File: src/rtl/pipe_pkg.sv
// Shared definitions for the EX->MEM pipeline boundary: occupancy states,
// control-bundle field map and default bundle widths.
package pipe_pkg;

    typedef enum logic [1:0] {
        ST_EMPTY = 2'd0,
        ST_ONE   = 2'd1,
        ST_TWO   = 2'd2
    } stage_state_t;

    localparam int EXMEM_CTRL_W = 15;
    localparam int EXMEM_DATA_W = 16;

    // Control field offsets, LSB first
    localparam int REG_WRITE_BIT      = 0;
    localparam int MEM_READ_BIT       = 1;
    localparam int MEM_WRITE_BIT      = 2;
    localparam int REG_DIST_LSB       = 3;
    localparam int WB_MUX_LSB         = 5;
    localparam int MEM_SRC_LSB        = 8;
    localparam int STACK_PUSH_MUX_LSB = 10;
    localparam int STACK_POP_MUX_BIT  = 12;
    localparam int STACK_PUSH_BIT     = 13;
    localparam int STACK_POP_BIT      = 14;

    typedef struct packed {
        logic       stack_pop;
        logic       stack_push;
        logic       stack_pop_mux;
        logic [1:0] stack_push_mux;
        logic [1:0] mem_src;
        logic [2:0] wb_mux;
        logic [1:0] reg_dist;
        logic       mem_write;
        logic       mem_read;
        logic       reg_write;
    } exmem_ctrl_t;

endpackage

File: src/rtl/pipe_entry_reg.sv
// One pipeline slot holding {valid, ctrl, data}. Clear wins over load and
// always zeroes ctrl so an invalid slot never leaks control bits downstream.
module pipe_entry_reg
    import pipe_pkg::*;
#(
    parameter int CTRL_W = EXMEM_CTRL_W,
    parameter int DATA_W = EXMEM_DATA_W
) (
    input  logic              clk,
    input  logic              rst,
    input  logic              load,
    input  logic              clear,
    input  logic              zero_data,
    input  logic [CTRL_W-1:0] in_ctrl,
    input  logic [DATA_W-1:0] in_data,
    output logic              valid,
    output logic [CTRL_W-1:0] ctrl,
    output logic [DATA_W-1:0] data
);

    // Slot storage: reset, then clear, then load
    always_ff @(posedge clk or posedge rst) begin
        if (rst) begin
            valid <= 1'b0;
            ctrl  <= {CTRL_W{1'b0}};
            data  <= {DATA_W{1'b0}};
        end else if (clear) begin
            valid <= 1'b0;
            ctrl  <= {CTRL_W{1'b0}};
            if (zero_data) begin
                data <= {DATA_W{1'b0}};
            end else begin
                data <= data;
            end
        end else if (load) begin
            valid <= 1'b1;
            ctrl  <= in_ctrl;
            data  <= in_data;
        end else begin
            valid <= valid;
            ctrl  <= ctrl;
            data  <= data;
        end
    end

endmodule

File: src/rtl/ex_mem_stage_buf.sv
// EX->MEM pipeline boundary with valid/ready handshake, flush and an optional
// two-entry skid buffer that makes in_ready a flop.
module ex_mem_stage_buf
    import pipe_pkg::*;
#(
    parameter int DATA_W            = EXMEM_DATA_W,
    parameter int CTRL_W            = EXMEM_CTRL_W,
    parameter int SKID              = 1,
    parameter int CLR_DATA_ON_FLUSH = 0
) (
    input  logic              clk,
    input  logic              rst,
    input  logic              flush,
    input  logic              in_valid,
    output logic              in_ready,
    input  logic [CTRL_W-1:0] in_ctrl,
    input  logic [DATA_W-1:0] in_data,
    output logic              out_valid,
    input  logic              out_ready,
    output logic [CTRL_W-1:0] out_ctrl,
    output logic [DATA_W-1:0] out_data,
    output logic [1:0]        occupancy
);

    stage_state_t      state;
    stage_state_t      next_state;
    logic              accept;
    logic              consume;
    logic              main_load;
    logic              main_clear;
    logic              main_zero;
    logic              main_from_skid;
    logic              skid_load;
    logic              skid_clear;
    logic              skid_valid;
    logic [CTRL_W-1:0] skid_ctrl;
    logic [DATA_W-1:0] skid_data;
    logic [CTRL_W-1:0] main_in_ctrl;
    logic [DATA_W-1:0] main_in_data;

    assign accept    = in_valid & in_ready;
    assign consume   = out_valid & out_ready;
    assign occupancy = state;

    // Occupancy state register
    always_ff @(posedge clk or posedge rst) begin
        if (rst) begin
            state <= ST_EMPTY;
        end else begin
            state <= next_state;
        end
    end

    // Next state and entry load/clear strobes; flush overrides every transition
    always_comb begin
        next_state     = state;
        main_load      = 1'b0;
        main_clear     = 1'b0;
        main_zero      = 1'b0;
        main_from_skid = 1'b0;
        skid_load      = 1'b0;
        skid_clear     = 1'b0;
        if (flush) begin
            next_state = ST_EMPTY;
            main_clear = 1'b1;
            main_zero  = (CLR_DATA_ON_FLUSH != 0);
            skid_clear = 1'b1;
        end else begin
            case (state)
                ST_EMPTY: begin
                    if (accept) begin
                        next_state = ST_ONE;
                        main_load  = 1'b1;
                    end else begin
                        next_state = ST_EMPTY;
                    end
                end
                ST_ONE: begin
                    if (accept && consume) begin
                        main_load = 1'b1;
                    end else if (accept) begin
                        // Without a skid slot accept implies consume; this arm only fires with SKID
                        if (SKID != 0) begin
                            next_state = ST_TWO;
                            skid_load  = 1'b1;
                        end else begin
                            main_load = 1'b1;
                        end
                    end else if (consume) begin
                        next_state = ST_EMPTY;
                        main_clear = 1'b1;
                    end else begin
                        next_state = ST_ONE;
                    end
                end
                ST_TWO: begin
                    if (consume) begin
                        next_state     = ST_ONE;
                        main_load      = 1'b1;
                        main_from_skid = 1'b1;
                        skid_clear     = 1'b1;
                    end else begin
                        next_state = ST_TWO;
                    end
                end
                default: begin
                    next_state = ST_EMPTY;
                    main_clear = 1'b1;
                    skid_clear = 1'b1;
                end
            endcase
        end
    end

    assign main_in_ctrl = (main_from_skid && skid_valid) ? skid_ctrl : in_ctrl;
    assign main_in_data = (main_from_skid && skid_valid) ? skid_data : in_data;

    pipe_entry_reg #(.CTRL_W(CTRL_W), .DATA_W(DATA_W)) u_main (
        .clk       (clk),
        .rst       (rst),
        .load      (main_load),
        .clear     (main_clear),
        .zero_data (main_zero),
        .in_ctrl   (main_in_ctrl),
        .in_data   (main_in_data),
        .valid     (out_valid),
        .ctrl      (out_ctrl),
        .data      (out_data)
    );

    generate
        if (SKID != 0) begin : g_skid
            logic ready_q;

            pipe_entry_reg #(.CTRL_W(CTRL_W), .DATA_W(DATA_W)) u_skid (
                .clk       (clk),
                .rst       (rst),
                .load      (skid_load),
                .clear     (skid_clear),
                .zero_data (main_zero),
                .in_ctrl   (in_ctrl),
                .in_data   (in_data),
                .valid     (skid_valid),
                .ctrl      (skid_ctrl),
                .data      (skid_data)
            );

            // Registered ready: refuse only once both slots will be occupied
            always_ff @(posedge clk or posedge rst) begin
                if (rst) begin
                    ready_q <= 1'b1;
                end else begin
                    ready_q <= (next_state != ST_TWO);
                end
            end

            assign in_ready = ready_q;
        end else begin : g_noskid
            assign skid_valid = 1'b0;
            assign skid_ctrl  = {CTRL_W{1'b0}};
            assign skid_data  = {DATA_W{1'b0}};
            assign in_ready   = ~out_valid | out_ready;
        end
    endgenerate

endmodule

File: config.mk
export PLATFORM = sky130hd
export DESIGN_NAME = ex_mem_stage_buf
export DESIGN_NICKNAME = d
export VERILOG_FILES = /design/src/rtl/pipe_pkg.sv /design/src/rtl/pipe_entry_reg.sv /design/src/rtl/ex_mem_stage_buf.sv
export SDC_FILE = /design/constraint.sdc
export NUM_CORES = 1
export LEC_CHECK = 0
export CORE_AREA = 2 2 86 88
export DETAILED_ROUTE_END_ITERATION = 8
export DIE_AREA = 0 0 88 90
export PLACE_DENSITY_LB_ADDON = 0.12
export REMOVE_ABC_BUFFERS = 1
export SYNTH_ARGS = -nofsm -noshare
export SYNTH_HDL_FRONTEND = slang
export SYNTH_SLANG_ARGS = --single-unit
File: constraint.sdc
create_clock -name clk -period 2.35 [get_ports clk]
set_input_delay 0.705 -clock clk [delete_from_list [all_inputs] [get_ports clk]]
set_output_delay 0.705 -clock clk [all_outputs]
set_load 0.005 [all_outputs]
# Word level (Yosys, flattened, before mapping)
# Cells that the tools add are included.
# totals
register_bits	67
out_inout_bits	35
word_cells	57
# classes
eq_ne	3
n_mux	33
n_bitwise	4
n_reduce_logical	9
# ops
operator	n
15-bit two-way mux	5
1-bit two-way mux	19
16-bit two-way mux	1
2-bit two-way mux	4
2-bit one-hot mux with 3 select lines	1
1-bit one-hot mux with 2 select lines	2
2-bit AND reduction	2
2-bit nonzero test	2
2-bit OR reduction	2
1-bit one-hot mux with 3 select lines	1
1-bit bitwise AND	2
2-bit by 1-bit equality test with 1-bit output, second input constant	1
2-bit equality test, second input constant	1
1-bit logical AND	2
2-bit zero test	1
2-bit != test, second input constant	1
1-bit NOT	2

# Depth between registers and ports, before layout
# depth
word_depth	8
mapped_depth	7
depth_no_buf	4

# Modules after synthesis
# A second synthesis with hierarchy kept.
# unflattened
cells_unflattened	257
hier_area_um2	3379.5
# modules_own_cells
mod	instances	cells_each	area_each_um2
pipe_entry_reg	2	97	1307.5
ex_mem_stage_buf	1	63	764.5

# Worst setup path after synthesis
# Ideal clock, no wire load.
# synth_path
path_type	in2reg
from	in in_valid
to	reg g_skid.u_skid.data[0]
setup_time_ns	0.128
arrival_time_ns	1.687
required_time_ns	2.222
path_slack_ns	0.535
cell_stages	6
path_buffers	2
path_cell_list	and3b_1 buf_6 nand3_2 nor2_4 buf_4 mux2_1
# synth_via
elab_chain_cells	6
elab_cells_between_ends	7
classes_between	mux: 4; bitwise: 1; reduce/logical: 2
# synth_rtl
element	line	rtl
from (decl)	ex_mem_stage_buf.sv:14	input logic in_valid,
1-bit bitwise AND (*)	ex_mem_stage_buf.sv:41	assign accept = in_valid & in_ready;
1-bit two-way mux or 1-bit logical AND (tied branches)	n/a	
1-bit two-way mux (*)	ex_mem_stage_buf.sv:79	if (accept && consume) begin
1-bit two-way mux (*)	ex_mem_stage_buf.sv:69	case (state)
1-bit two-way mux (*)	ex_mem_stage_buf.sv:63	if (flush) begin
2-bit AND reduction (no line) (*)	n/a	
to (signal assigned)	pipe_entry_reg.sv:33	data <= data;
to (signal assigned)	pipe_entry_reg.sv:38	data <= in_data;
to (signal assigned)	pipe_entry_reg.sv:42	data <= data;
to (decl)	pipe_entry_reg.sv:18	output logic [DATA_W-1:0] data
# Mark *: on every way between the ends. The rest lies on a longest branch, timed or not.
# A chain may end at the register's enable or synchronous reset.

# Worst setup path in the final report
# layout_path
from	reg state[1] (netlist: occupancy[1])
to	out occupancy[1]
# layout_lines
element	line	rtl
from (decl)	ex_mem_stage_buf.sv:25	stage_state_t state;
from (signal assigned)	ex_mem_stage_buf.sv:50	state <= next_state;
to (decl)	ex_mem_stage_buf.sv:22	output logic [1:0] occupancy
# No word-level cell between the ends.

==> flow_metrics.env <==
export IMPL_cp_cell_sequence="clkdlybuf4s50_1"
export IMPL_cts_sinks=67
export IMPL_place_ws_ns=-0.0744
export IMPL_cts_setup_buffers=0
export IMPL_worst_pin_slew_ns=0.743
export IMPL_die_w_um=88
export IMPL_status="complete, no violations"
export IMPL_critPathBufInv=1
export IMPL_cts_resized=0
export IMPL_wl_per_cell_um=16.2
export IMPL_syn_inst=256
export IMPL_cts_buffers=9
export IMPL_min_period_ns=2.14
export IMPL_startpoint_type="register"
export IMPL_core_sq_mm=0.00702
export IMPL_synth_edf_count=0
export IMPL_drv_cap=0
export IMPL_placement_rows=31
export IMPL_hold_worst_slack_ns=0.486
export IMPL_total_leakage_power_nw=1.79
export IMPL_fin_crit_sh_pct=91.0
export IMPL_grt_pass1_vias=2460
export IMPL_ys_ff_latch=67
export IMPL_dr_pass1_iters=4
export IMPL_detail_route_iter0_violations=80
export IMPL_grt_pass1_wl_um=12000
export IMPL_drc=0
export IMPL_start_util_pct=44.0
export IMPL_fmax_ghz=0.468
export IMPL_finClkSkew_ns=0.00889
export IMPL_syn_avg_cell_area_sq_um=12.1
export IMPL_post_route_cell_area_sq_mm=0.00418
export IMPL_rsz0062_at_grt="false"
export IMPL_h_tree_depth=3
export IMPL_ys_flop_type="dfrtp_1"
export IMPL_dp_final_hpwl_um=4870
export IMPL_power_density_mw_per_mm2=819
export IMPL_synth_warnings=0
export IMPL_root_buffer="clkbuf_8"
export IMPL_max_vdd_ir_drop_mv=0.412
export IMPL_die_y_um=90
export IMPL_wl_um=7150
export IMPL_crit_family="buffers and inverters"
export IMPL_grt_max_degree=39
export IMPL_area_growth_pct=35.3
export IMPL_finalNetCount=373
export IMPL_cts_clk_slew_worst_paths_ns=0.07
export IMPL_worstPathRequired_ns=1.64
export IMPL_slowest_delay_ns=0.57
export IMPL_cp_arrival_ns=1.43
export IMPL_cp_slowest_cell="clkdlybuf4s50_1"
export IMPL_place_area_sq_mm=0.00398
export IMPL_place_congestion=0.858
export IMPL_dieArea_sq_mm=0.00792
export IMPL_timing_final_ws_setup_ns=0.211
export IMPL_hold_violations=0
export IMPL_pin_count=71
export IMPL_path_max_fanout=10
export IMPL_yosysSeqAreaShare_pct=54.3
export IMPL_viasPerCell=5.29
export IMPL_dr_total_vias=2331
export IMPL_relSlewSlack_pct=50.5
export IMPL_hp_class="register to register"
export IMPL_ant_nets=0
export IMPL_grt_antenna_before_repair=0
export IMPL_worst_setup_path_end_kind="output port"
export IMPL_cts_buffer_depth=2
export IMPL_drive_gt1_share_pct=17.3
export IMPL_clk_latency_ns=0.34
export IMPL_postCtsHoldBufs=0
export IMPL_cts_tree="yes"
export IMPL_crit_type="register to output port"
export IMPL_globalRouteOverflowTotal=0
export IMPL_async_reset_ff_share_pct=100
export IMPL_grt_usage_pct=19.5
export IMPL_fin_util_pct=59.5
export IMPL_syn_cell_area_sq_mm=0.00309
export IMPL_port_buffers=70
export IMPL_final_max_slew_viol_count=0
export IMPL_n_antenna_cell=0
export IMPL_ys_types=47
export IMPL_finalSetupViolations=0
[stage by stage]
stage | power (mW) | setup TNS, ns | std cells
6_report | 3.42 | 0 | 441
5_1_grt | 3.61 | 0 | 441
4_1_cts | 3.45 | 0 | 441
3_5_place_dp | 2.48 | -1.02 | 425
3_3_place_gp | 2.45 | -0.415 | 425
2_1_floorplan | 1.99 | -2.41 | 238
[cell families after synthesis]
| family | Yosys count | share of synthesized area [%] |
|---|---|---|
| buffers and inverters | 38 | 6.20 |
| flip-flops | 67 | 54.3 |
| AND/OR/NAND/NOR | 57 | 10.4 |
| XOR/XNOR | 2 | 0.567 |
| multiplexers | 22 | 7.78 |
| AO/OA/AOI/OAI | 70 | 20.7 |
[sequential cells by signal, indices dropped and copies added, names as in the netlist]
signal               count
occupancy                2
g_skid.u_skid.ctrl      15
u_main.ctrl             15
in_ready                 1
u_main.data             16
u_main.valid             1
g_skid.u_skid.data      16
g_skid.u_skid.valid      1
[path summary, 6_finish.rpt]
check	startpoint	to	depth (start not counted)	slack [ns]
worst max-delay path	occupancy[1]	occupancy[1]	1	0.21
worst min-delay path	g_skid.u_skid.data[15]	g_skid.u_skid.data[15]	1	0.49
worst max register to register	occupancy[1]	u_main.data[14]	6	0.55
worst min register to register	g_skid.u_skid.data[15]	g_skid.u_skid.data[15]	1	0.49
max in group asynchronous	rst	in_ready	3	1.12
min in group asynchronous	rst	u_main.ctrl[3]	2	0.62
[layout make-up]
class                      instances  area [sq um]
clock inverter                     6          65.1
sequential                        67          1680
clock buffer                      10           138
timing repair buffer              88           881
inverter                          20          75.1
tap                               99           124
fill                             592          2840
multi-input combinational        151          1220
[synth_stat cells (2+ instances only)]
master | instances | share of area (%)
dfrtp_1 | 66 | 53
nor3_1 | 25 | 4.1
inv_1 | 20 | 2.4
a22o_1 | 16 | 4.5
mux2_1 | 15 | 5.5
nor2_1 | 11 | 1.3
a211oi_2 | 9 | 3.6
a22oi_1 | 9 | 2.2
o2bb2ai_1 | 9 | 2.6
a211oi_1 | 6 | 1.5
a221o_1 | 6 | 1.9
buf_2 | 6 | 0.97
mux2i_1 | 6 | 1.9
clkbuf_1 | 5 | 0.61
a21oi_1 | 4 | 0.65
buf_6 | 4 | 1.5
nand2_1 | 4 | 0.49
buf_4 | 3 | 0.73
nand2b_1 | 2 | 0.41
nor2_2 | 2 | 0.41
o21bai_1 | 2 | 0.49
[layer usage]
metal,track usage [%],share of wire (%),up-vias
met2,29.9,49,46
met5,0,0,-
met4,6.15,1.0,0
met3,4.78,3.3,6
met1,27.2,46,1173
li1,-,-,1106
[where the power goes]
| group | switching [mW] | internal, mW |
|---|---|---|
| combinational | 0.346 | 0.519 |
| clock | 0.457 | 0.516 |
| sequential | 0.159 | 1.42 |
| total | 0.962 | 2.46 |
[placed cells by master, fill, tap and decap left out, types with 2 or more instances in the layout]
cell type,instances
dfrtp_1,66
clkdlybuf4s50_1,69
mux2_1,15
mux2i_1,6
nor2_2,2
a211oi_1,6
o21bai_1,2
buf_4,14
inv_1,19
nor3_1,25
o2bb2ai_1,9
nor2_1,11
a21oi_1,4
nand2_1,4
a22oi_1,9
clkbuf_8,10
a22o_1,16
a221o_1,6
nand2b_1,2
a211oi_2,9
clkinvlp_4,4
buf_12,4
(Power assumes the default switching activity.)
